File: config.mk
export PLATFORM = sky130hd
export DESIGN_NAME = rf_write_arbiter
export DESIGN_NICKNAME = d
export VERILOG_FILES = /design/src/rtl/rf_pkg.sv /design/src/rtl/rf_bypass_mux.sv /design/src/rtl/rf_write_arbiter.sv
export SDC_FILE = /design/constraint.sdc
export NUM_CORES = 1
export LEC_CHECK = 0
export BUFFER_PORTS_ARGS = -buffer_cell sky130_fd_sc_hd__buf_2
export CAP_MARGIN = 20
export CORE_MARGIN = 5
export CORE_UTILIZATION = 30
export CTS_CLUSTER_SIZE = 10
export DETAILED_ROUTE_END_ITERATION = 8
export PLACE_DENSITY = 0.66
export SKIP_CTS_REPAIR_TIMING = 1
export SLEW_MARGIN = 40
export SYNTH_ARGS = -nofsm -noshare
export SYNTH_HDL_FRONTEND = slang
export SYNTH_SLANG_ARGS = --single-unit
File: constraint.sdc
create_clock -name clk -period 5.3 [get_ports clk]
set_input_delay 0.795 -clock clk [delete_from_list [all_inputs] [get_ports clk]]
set_output_delay 0.795 -clock clk [all_outputs]
set_load 0.05 [all_outputs]
File: src/rtl/rf_pkg.sv
`default_nettype none
`timescale 1ns/1ps
// ============================================================================
// Module      : rf_pkg
// Description : Shared register-file constants and the write request type.
// Revision    : 1.0 - initial release
// ============================================================================
package rf_pkg;

   localparam int RF_ADDR_W   = 5;
   localparam int RF_DATA_W   = 32;
   localparam int RF_NUM_REGS = 32;
   localparam int RF_ZERO_REG = 0;

   typedef struct packed {
      logic [RF_ADDR_W-1:0] addr;
      logic [RF_DATA_W-1:0] data;
   } rfWriteReq_t;

endpackage
`default_nettype wire

File: src/rtl/rf_bypass_mux.sv
`default_nettype none
`timescale 1ns/1ps
// ============================================================================
// Module      : rf_bypass_mux
// Description : Forwards the pending write-stage data onto one read port.
// Revision    : 1.0 - initial release
// ============================================================================
module rf_bypass_mux
   import rf_pkg::*;
#(
   parameter int ADDR_W             = RF_ADDR_W,
   parameter int DATA_W             = RF_DATA_W,
   parameter int ZERO_REG_HARDWIRED = 1
) (
   input  logic [ADDR_W-1:0] readAddress,
   input  logic [DATA_W-1:0] rfReadData,
   input  logic [ADDR_W-1:0] writeAddress,
   input  logic [DATA_W-1:0] writeData,
   input  logic              writeEn,
   output logic [DATA_W-1:0] readData
);

   logic w_zeroAddr;
   logic w_hit;

   // The zero register must read the file's value even if a stray enable appears.
   assign w_zeroAddr = (ZERO_REG_HARDWIRED != 0) && (readAddress == ADDR_W'(RF_ZERO_REG));
   assign w_hit      = writeEn && (readAddress == writeAddress) && !w_zeroAddr;
   assign readData   = w_hit ? writeData : rfReadData;

endmodule
`default_nettype wire

File: src/rtl/rf_write_arbiter.sv
`default_nettype none
`timescale 1ns/1ps
// ============================================================================
// Module      : rf_write_arbiter
// Description : Arbitrates ALU and load writebacks onto the register-file write
//               port, with ALU starvation guard and read-data bypass.
// Revision    : 1.0 - initial release
// ============================================================================
module rf_write_arbiter
   import rf_pkg::*;
#(
   parameter int ADDR_W             = RF_ADDR_W,
   parameter int DATA_W             = RF_DATA_W,
   parameter int STARVE_LIMIT       = 4,
   parameter int ZERO_REG_HARDWIRED = 1
) (
   input  logic              clk,
   input  logic              rst_n,
   input  logic              Hold,
   input  logic              AluReqValid,
   input  logic [ADDR_W-1:0] AluReqAddress,
   input  logic [DATA_W-1:0] AluReqData,
   output logic              AluReqReady,
   input  logic              MemReqValid,
   input  logic [ADDR_W-1:0] MemReqAddress,
   input  logic [DATA_W-1:0] MemReqData,
   output logic              MemReqReady,
   output logic [ADDR_W-1:0] WriteAddress,
   output logic [DATA_W-1:0] WriteData,
   output logic              ReadWriteEn,
   input  logic [ADDR_W-1:0] ReadAddress1,
   input  logic [ADDR_W-1:0] ReadAddress2,
   input  logic [DATA_W-1:0] RfReadData1,
   input  logic [DATA_W-1:0] RfReadData2,
   output logic [DATA_W-1:0] ReadData1,
   output logic [DATA_W-1:0] ReadData2,
   output logic              AluStarved
);

   localparam int          c_CNT_W        = 4;
   localparam logic [3:0]  c_STARVE_LIMIT = STARVE_LIMIT[3:0];

   logic              w_aluGrant;
   logic              w_memGrant;
   logic              w_aluXfer;
   logic              w_anyXfer;
   logic [ADDR_W-1:0] w_winAddress;
   logic [DATA_W-1:0] w_winData;
   logic              w_winWrites;
   logic [c_CNT_W-1:0] w_starveNext;

   logic [c_CNT_W-1:0] r_starveCount;
   logic               r_aluStarved;
   logic [ADDR_W-1:0]  r_writeAddress;
   logic [DATA_W-1:0]  r_writeData;
   logic               r_writeEn;

   // Mem has priority; the registered starvation flag flips the tie-break.
   always_comb begin
      w_aluGrant = 1'b0;
      w_memGrant = 1'b0;
      if (!Hold) begin
         if (AluReqValid && MemReqValid) begin
            w_aluGrant = r_aluStarved;
            w_memGrant = !r_aluStarved;
         end else begin
            w_aluGrant = AluReqValid;
            w_memGrant = MemReqValid;
         end
      end
   end

   assign AluReqReady  = w_aluGrant;
   assign MemReqReady  = w_memGrant;
   assign w_aluXfer    = AluReqValid && w_aluGrant;
   assign w_anyXfer    = w_aluXfer || (MemReqValid && w_memGrant);
   assign w_winAddress = w_aluGrant ? AluReqAddress : MemReqAddress;
   assign w_winData    = w_aluGrant ? AluReqData    : MemReqData;
   assign w_winWrites  = !((ZERO_REG_HARDWIRED != 0) &&
                           (w_winAddress == ADDR_W'(RF_ZERO_REG)));

   // Held cycles count as waiting because the ALU is valid but not ready.
   always_comb begin
      w_starveNext = r_starveCount;
      if (!AluReqValid || w_aluXfer) begin
         w_starveNext = '0;
      end else if (r_starveCount != c_STARVE_LIMIT) begin
         w_starveNext = r_starveCount + 4'd1;
      end
   end

   always_ff @(posedge clk or negedge rst_n) begin
      if (!rst_n) begin
         r_starveCount <= '0;
         r_aluStarved  <= 1'b0;
      end else begin
         r_starveCount <= w_starveNext;
         r_aluStarved  <= (w_starveNext == c_STARVE_LIMIT);
      end
   end

   // Address/data hold when idle so the register file sees stable ports.
   always_ff @(posedge clk or negedge rst_n) begin
      if (!rst_n) begin
         r_writeAddress <= '0;
         r_writeData    <= '0;
         r_writeEn      <= 1'b0;
      end else begin
         r_writeEn <= w_anyXfer && w_winWrites;
         if (w_anyXfer) begin
            r_writeAddress <= w_winAddress;
            r_writeData    <= w_winData;
         end
      end
   end

   assign WriteAddress = r_writeAddress;
   assign WriteData    = r_writeData;
   assign ReadWriteEn  = r_writeEn;
   assign AluStarved   = r_aluStarved;

   logic [1:0][ADDR_W-1:0] w_readAddress;
   logic [1:0][DATA_W-1:0] w_rfReadData;
   logic [1:0][DATA_W-1:0] w_readData;

   assign w_readAddress = {ReadAddress2, ReadAddress1};
   assign w_rfReadData  = {RfReadData2, RfReadData1};

   for (genvar gi = 0; gi < 2; gi++) begin : g_readPort
      rf_bypass_mux #(
         .ADDR_W             (ADDR_W),
         .DATA_W             (DATA_W),
         .ZERO_REG_HARDWIRED (ZERO_REG_HARDWIRED)
      ) u_bypass (
         .readAddress  (w_readAddress[gi]),
         .rfReadData   (w_rfReadData[gi]),
         .writeAddress (r_writeAddress),
         .writeData    (r_writeData),
         .writeEn      (r_writeEn),
         .readData     (w_readData[gi])
      );
   end

   assign ReadData1 = w_readData[0];
   assign ReadData2 = w_readData[1];

endmodule
`default_nettype wire

======== Word level (Yosys, flattened, before mapping) ========
Index checks and enable logic that the tools add are counted.
word-level totals
  bits of input ports ..................... 153
  register bits after elaboration ......... 43
  output and inout bits ................... 105
operators by class
  multiplexer cells ....................... 10
  add/subtract/negate cells ............... 1
  equality and inequality tests ........... 4
  reductions and logical operators ........ 18
operator list
  operator                                               count
  2-to-1 mux 32 bit                                      3
  zero test 5 bit                                        3
  equality test 5 bit                                    2
  logical AND 1 bit                                      8
  2-to-1 mux 4 bit                                       2
  zero test 1 bit                                        5
  2-to-1 mux 5 bit                                       1
  adder 4 x 1 -> 4 bit, second input constant            1
  equality test 4 x 3 -> 1 bit, second input constant    1
  2-to-1 mux 1 bit                                       4
  inequality test 4 x 3 -> 1 bit, second input constant  1
  logical OR 1 bit                                       2

======== Logic depth before layout (Yosys ltp) ========
Gate-level depths: netlist (run 1).
  depth after elaboration ................. 7
  gate-level depth with buffers ........... 6
  mapped depth without buffers ............ 6

======== Modules after synthesis ========
A second synthesis (run 1) with hierarchy kept.
second synthesis, totals
  cell total of the unflattened synthesis .. 343
  area total of the unflattened synthesis .. 3,383.2 sq um
by module, submodules not included
  module            times used  area each (sq um)  cells each
  rf_write_arbiter  1           2,194.6            253
  rf_bypass_mux     2           594.3              45

======== Worst setup path before layout (run 1) ========
No wires, ideal clock.
  path kind ............................... input -> output
  from .................................... input ReadAddress2[0]
  to ...................................... output ReadData2[0]
  arrival time ............................ 2.151 ns
  data required time ...................... 4.505 ns
  path slack .............................. 2.354 ns
  stages .................................. 5
  cells stage by stage .................... xnor2_1 > nand3_1 > a211oi_2 > buf_6 > mux2_1
on the way
  word-level cells in the longest chain between the ends .. 4
ends and longest elaborated chain
  item                                                    RTL line                                  RTL
  start: declaration                                      rf_write_arbiter.sv:32                    input logic [ADDR_W-1:0] ReadAddress2,
  equality test 5 bit or zero test 5 bit (tied branches)  rf_bypass_mux.sv:28, rf_bypass_mux.sv:27
  logical AND 1 bit or zero test 1 bit (tied branches)    rf_bypass_mux.sv:28                       assign w_hit = writeEn && (readAddress == writeAddress) && !w_zeroAddr;
  logical AND 1 bit (*)                                   rf_bypass_mux.sv:28
  2-to-1 mux 32 bit (*)                                   rf_bypass_mux.sv:29                       assign readData = w_hit ? writeData : rfReadData;
  end: declaration                                        rf_write_arbiter.sv:36                    output logic [DATA_W-1:0] ReadData2,
Mark *: on every way between the ends. The rest lies on a longest branch, timed or not.

======== Worst setup path after layout (run 1) ========
  from .................................... input ReadAddress1[1]
  to ...................................... output ReadData1[31]
on the way
  word-level cells in the longest chain between the ends .. 4
ends and longest elaborated chain
  item                                                    RTL line                                  RTL
  start: declaration                                      rf_write_arbiter.sv:31                    input logic [ADDR_W-1:0] ReadAddress1,
  equality test 5 bit or zero test 5 bit (tied branches)  rf_bypass_mux.sv:28, rf_bypass_mux.sv:27
  logical AND 1 bit or zero test 1 bit (tied branches)    rf_bypass_mux.sv:28
  logical AND 1 bit (*)                                   rf_bypass_mux.sv:28
  2-to-1 mux 32 bit (*)                                   rf_bypass_mux.sv:29
  end: declaration                                        rf_write_arbiter.sv:35                    output logic [DATA_W-1:0] ReadData1,
Marks and branches as above.

==> impl_metrics.csv, run 1 <==
group,metric,value,unit
status,outcome,"complete, no violations",
route,drt-initial-drc-count,71,
placed_design,portBuffers,257,
synth,cell_count_after_synthesis,292,
sta,maxSlewHeadroom,54.9,%
grt,grt_first_pass_wirelength,15.3,mm
synth,syn_area,3000,sq um
grt,grt_util_met1,18.3,%
job,drv.max_cap_violation_count,0,
setup_path,critical_path.max_stage_delay,0.47,ns
setup_path,required,4.51,ns
sta,finalWorstPathRequiredPeriod,3.45,ns
clock_tree,cts.root.buffer_cell,"clkbuf_8",
synth,synth_async_sr_flop_share,100,%
grt,grt_max_degree,44,
sta,clock-skew-final,0.0117,ns
clock_tree,clock_tree.buffer_depth,2,
sta,report.final.hold_viol_count,0,
sta,setup_repair_after_global_routing_missed_its_margin,"no",
grt,grt.busiest_layer,"met2",
placed_design,dpl_cell_area,4360,sq um
synth,count_of_flip_flops_with_a_built_in_enable_after_synthesis,0,
floorplanning,row_count,36,
floorplanning,num_io_pins,258,
setup_path,setup.worst_path.start_class,"input port",
layout,layout.filler_cells,971,
sta,final.period_utilization,65.2,%
grt,antenna_found_initial,0,
floorplanning,dieWidth,110,um
clock_tree,cts_inserted_buffers,5,
route,avgRoutedWirePerCell,15.4,um
floorplanning,die_h,110,um
power_and_ir_drop,pwr_density_cell,251,nW/um^2
clock_tree,cts_max_level,2,
synth,avg_inst_size_synth,10.3,sq um
synth,synth_seq_cells,43,
setup_path,crit_type,"input port to output pin",
layout,fin_util,45.8,%
placed_design,place.detailed.hpwl,8.50,mm
clock_tree,clock-sinks,43,
setup_path,timing.critical_path.slowest_stage_cell,"a211oi_4",
synth,synth.net_count,447,
floorplanning,coreArea,9770,sq um
clock_tree,cts_tree,"yes",
grt,overall_routing_resource_usage,16.1,%
power_and_ir_drop,leakage,2.48,nW
synth,post_synth_top_flop,"dfrtp_1",
sta,timing_max_transition_violations_final,0,
sta,final_critical_path_setup_slack,1.85,ns
synth,yosysTopAreaCellShare,35.8,%
sta,final-setup-viol-count,0,
floorplanning,die_area,12100,sq um
synth,synth_cell_type_count,31,
route,route.final.wire_length,10.4,mm
synth,yosys.area.top_type,"dfrtp_1",
setup_path,crit_path_max_fanout,18,
sta,timing.fmax,0.289,GHz
route,residual_drc_count,0,
route,drt-vias-per-instance,4.56,
synth,synth.yosys.seq_area_share,35.8,%
grt,first_global_vias,3160,
layout,finish.instance_area,4480,sq um
layout,areaGrowthSynthToFinish,49.1,%
sta,finalSetupTns,0,ns
layout,seqCellArea,1080,sq um
layout,num-nets-final,699,
power_and_ir_drop,ir_worst_vdd,0.107,mV
grt,grt-ovfl-total,0,
layout,antenna_cells,0,
layout,post_route_cells_drive_above_1_share,56.9,%
floorplanning,initial_core_util,30.7,%
setup_path,timing.critical_path.mode_cell,"buf_2",
synth,synthTopCellsByArea,"dfrtp_1 36%, mux2_2 12%, mux2i_1 12%",
hold_path,worstHoldPathType,"input port to asynchronous set/reset pin",
synth,yosys_warnings,0,
route,ant_nets_after_route,0,
placed_design,place_ws,1.45,ns
setup_path,path_cells,"buf_2, xnor2_1, nand3_1, a211oi_4, buf_4, mux2_2, buf_2",
route,detailroute.via_count,3089,
setup_path,critPathCaptureType,"output pin",
grt,groute.layer.met3.usage,3.38,%
clock_tree,clkLatencyLatePin,0.30,ns
grt,grt_util_met2,30.9,%
layout,multi_input_comb_area,1780,sq um
route,drt_pass1_iterations,4,
placed_design,finalWeightedCongestion,0.793,
sta,tightestPinTransition,0.677,ns
clock_tree,clk_transition_reported_paths,0.09,ns
setup_path,cp.arrival,2.66,ns
-- sequential cells by signal, indices dropped and copies added, names as in the netlist --
register and cells:
AluStarved 1, WriteData 32, ReadWriteEn 1, r_starveCount 4
WriteAddress 5
-- cell families (layout without fill, tap and decap cells) --
family / count (synthesis) / count (layout) / share of synthesized area [%]
mux: 101 / 101 / 36.3
simple gates: 63 / 63 / 8.87
compound gates: 49 / 49 / 9.87
flops: 43 / 43 / 35.8
buf+inv: 25 / 278 / 5.66
xor+xnor: 9 / 9 / 2.62
fa+ha+maj: 2 / 2 / 0.833
-- power by group --
group          total (mW)  internal, mW  switching (mW)
clock               0.207        0.0905           0.116
combinational       0.506         0.149           0.357
sequential          0.411         0.366          0.0450
-- routing by layer --
metal	vias to the layer above	wire length [um]
met5	-	0
met4	0	77
met3	6	891
met2	145	5450
met1	1404	4000
li1	1534	-
-- per-stage QoR --
| stage | hold WS, ns | total power [mW] | cells |
|---|---|---|---|
| after global routing | 0.523 | 1.19 | 678 |
| final | 0.485 | 1.12 | 678 |
| after floorplan | 0.499 | 0.765 | 292 |
| after CTS | 0.496 | 1.14 | 675 |
| after detailed placement | 0.509 | 0.926 | 667 |
| after global placement | 0.502 | 0.916 | 667 |
-- worst paths after layout --
| check | slack [ns] | cells after the start | end | startpoint |
|---|---|---|---|---|
| max | 1.85 | 7 | ReadData1[31] | ReadAddress1[1] |
| min in group clk | 0.53 | 2 | WriteData[28]$_DFFE_PN0P_ | WriteData[28]$_DFFE_PN0P_ |
| min reg2reg | 0.53 | 2 | WriteData[28]$_DFFE_PN0P_ | WriteData[28]$_DFFE_PN0P_ |
| max in group asynchronous | 4.42 | 1 | WriteAddress[1]$_DFFE_PN0P_ | rst_n |
| min | 0.48 | 1 | WriteData[15]$_DFFE_PN0P_ | rst_n |
| max reg2reg | 3.49 | 5 | WriteData[11]$_DFFE_PN0P_ | AluStarved$_DFF_PN0_ |
-- layout by cell type, fill, tap and decap left out, types with 3 or more instances in the layout --
| cell | n |
|---|---|
| nand3_1 | 5 |
| clkinv_2 | 3 |
| nand2_1 | 41 |
| xnor2_1 | 9 |
| o21ai_0 | 34 |
| o21ai_1 | 6 |
| mux2_2 | 33 |
| nor3_1 | 4 |
| buf_2 | 256 |
| dfrtp_1 | 43 |
| buf_4 | 6 |
| inv_1 | 6 |
| mux2i_1 | 37 |
| clkbuf_8 | 5 |
| nor2_1 | 7 |
| mux2_1 | 31 |
-- cell usage after synthesis, types with 2 or more instances --
library cell and n:
o21ai_0 34, o21ai_1 6, mux2_1 31, and3_1 2, nand3_1 5, nand2_1 41
ha_1 2, mux2_2 33, inv_1 6, nor2_1 7, clkbuf_1 7, buf_6 10
mux2i_1 37, nor3_1 4, xnor2_1 9, dfrtp_1 43
-- final cells by class --
type | instances | area share [%]
multi-input combinational | 224 | 39.7
timing repair buffer | 264 | 30.2
sequential | 43 | 24.0
tap | 133 | 3.72
clock buffer | 5 | 1.54
inverter | 6 | 0.503
clock inverter | 3 | 0.335
-- worst max-delay path, delay by kind of cell --
kind	cells	cell delay, ns
AO/OA/AOI/OAI	1	0.47
AND/OR/NAND/NOR	1	0.14
buffers and inverters	3	0.71
multiplexers	1	0.38
XOR/XNOR	1	0.15
Note: power is estimated with default switching activity, not from simulation.
==> run 2, diff against run 1 <==
==> constraint.sdc (replaced) <==
create_clock -name clk -period 3.4 [get_ports clk]
set_input_delay 0.51 -clock clk [delete_from_list [all_inputs] [get_ports clk]]
set_output_delay 0.51 -clock clk [all_outputs]
set_load 0.05 [all_outputs]
==> run 2 against run 1 <==
Compared with the run above:
- flip-flop and latch count is the same
- setup slack lost 1.2 ns
- critical path depth shrank 1
- critical path type is now register to output pin
- critical endpoint is now ReadData2[15]
- highest routed layer unchanged
==> impl_metrics.csv, run 2 (same netlist as run 1, synthesis figures left out) <==
group,metric,value,unit
clock_tree,cts_inserted_buffers,5,
grt,first_global_vias,3133,
layout,layout.cells.most_common_list,"256 x buf_2, 43 x dfrtp_1, 41 x nand2_1, 37 x mux2i_1, 34 x o21ai_0",
clock_tree,clock-sinks,43,
job,drv.max_cap_violation_count,0,
clock_tree,clk_transition_reported_paths,0.08,ns
sta,report.final.hold_viol_count,0,
layout,antenna_cells,0,
setup_path,required,2.89,ns
route,drt-vias-per-instance,4.56,
power_and_ir_drop,leakage,2.48,nW
route,residual_drc_count,0,
route,avgRoutedWirePerCell,15.0,um
layout,largest_reg_flops,32,
grt,grt-ovfl-total,0,
sta,setup_repair_after_global_routing_missed_its_margin,"no",
grt,grt_max_degree,76,
route,detailroute.via_count,3084,
sta,final.period_utilization,79.9,%
floorplanning,coreArea,9770,sq um
setup_path,critPathCaptureType,"output pin",
layout,finish.instance_area,4480,sq um
sta,clock-skew-final,0.00349,ns
sta,finalWorstPathRequiredPeriod,2.72,ns
floorplanning,row_count,36,
sta,timing.fmax,0.368,GHz
placed_design,finalWeightedCongestion,0.762,
sta,maxSlewHeadroom,59.2,%
route,drt-initial-drc-count,113,
layout,post_route_cells_drive_above_1_share,56.6,%
grt,antenna_found_initial,0,
floorplanning,num_io_pins,258,
floorplanning,dieWidth,110,um
power_and_ir_drop,pwr_density_cell,397,nW/um^2
status,outcome,"complete, no violations",
layout,layout.cells.non_filler,677,
sta,timing_max_transition_violations_final,0,
sta,tightestPinTransition,0.604,ns
placed_design,dpl_cell_area,4380,sq um
sta,final-setup-viol-count,0,
setup_path,ff2ff_path_depth,5,
setup_path,cp.arrival,2.21,ns
setup_path,crit_path_max_fanout,18,
placed_design,placedCellCount,669,
floorplanning,die_h,110,um
route,route.final.wire_length,10.2,mm
layout,layout.filler_cells,974,
layout,mostFrequentLayoutCell,"buf_2",
clock_tree,clkLatencyLatePin,0.29,ns
floorplanning,initial_core_util,30.7,%
grt,overall_routing_resource_usage,15.7,%
power_and_ir_drop,report.power.total,1.78,mW
layout,num-nets-final,698,
power_and_ir_drop,ir_worst_vdd,0.167,mV
clock_tree,cts.root.buffer_cell,"clkbuf_8",
clock_tree,cts_max_level,2,
clock_tree,cts_tree,"yes",
grt,grt_first_pass_wirelength,15.0,mm
setup_path,crit_type,"register to output pin",
clock_tree,clock_tree.buffer_depth,2,
sta,finalSetupTns,0,ns
route,ant_nets_after_route,0,
route,drt_pass1_iterations,4,
placed_design,place.detailed.hpwl,8.45,mm
floorplanning,die_area,12100,sq um
hold_path,worstHoldPathType,"input port to asynchronous set/reset pin",
setup_path,setup.worst_path.start_class,"register",
placed_design,portBuffers,257,
layout,areaGrowthSynthToFinish,49.1,%
run 2: path summary, 6_finish.rpt:
check | startpoint | to | slack, ns
setup / recovery | WriteAddress[2]$_DFFE_PN0P_ | ReadData2[15] | 0.68
max in group asynchronous | rst_n | WriteData[2]$_DFFE_PN0P_ | 2.82
hold / removal | rst_n | WriteData[15]$_DFFE_PN0P_ | 0.20
hold reg to reg | WriteData[22]$_DFFE_PN0P_ | WriteData[22]$_DFFE_PN0P_ | 0.53
min in group clk | AluReqData[2] | WriteData[2]$_DFFE_PN0P_ | 0.50
setup reg to reg | AluStarved$_DFF_PN0_ | WriteData[20]$_DFFE_PN0P_ | 1.40
run 2: critical path, cell delays in order (launching register included):
cell	delay (ns)
dfrtp_1	0.46
xnor2_1	0.18
nand3_1	0.14
a211oi_4	0.25
buf_4	0.30
mux2_2	0.37
buf_2	0.21
run 2: area by class of cell:
class,count,area (sq um),share of cell area (%)
Tap cell,133,166,3.72
Clock buffer,8,100,2.24
Multi-Input combinational cell,224,1780,39.7
Sequential cell,43,1080,24.0
Inverter,6,22.5,0.503
Timing Repair Buffer,263,1330,29.8
run 2: metal layers:
metal  up-vias  part of all wire, %  global-route usage (%)
li1       1532                    -                       -
met1      1402                   38                    17.5
met2       145                   52                    30.0
met3         5                  9.6                    3.79
met4         0                 0.67                    3.56
met5         -                    0                       0
run 2: power by group:
part	switching, mW	internal [mW]	total [mW]
Combinational	0.556	0.230	0.786
Sequential	0.0688	0.571	0.640
Clock	0.167	0.186	0.352
Total	0.792	0.987	1.78
run 2: per-stage QoR:
step                hold WS (ns)  setup WS, ns  utilization (%)
floorplan                  0.214         0.805                -
global placement           0.506         0.821             44.7
detailed placement         0.522         0.801             44.8
CTS                        0.211         0.655             45.8
global route               0.241         0.537             45.8
finish                     0.203         0.682             45.8
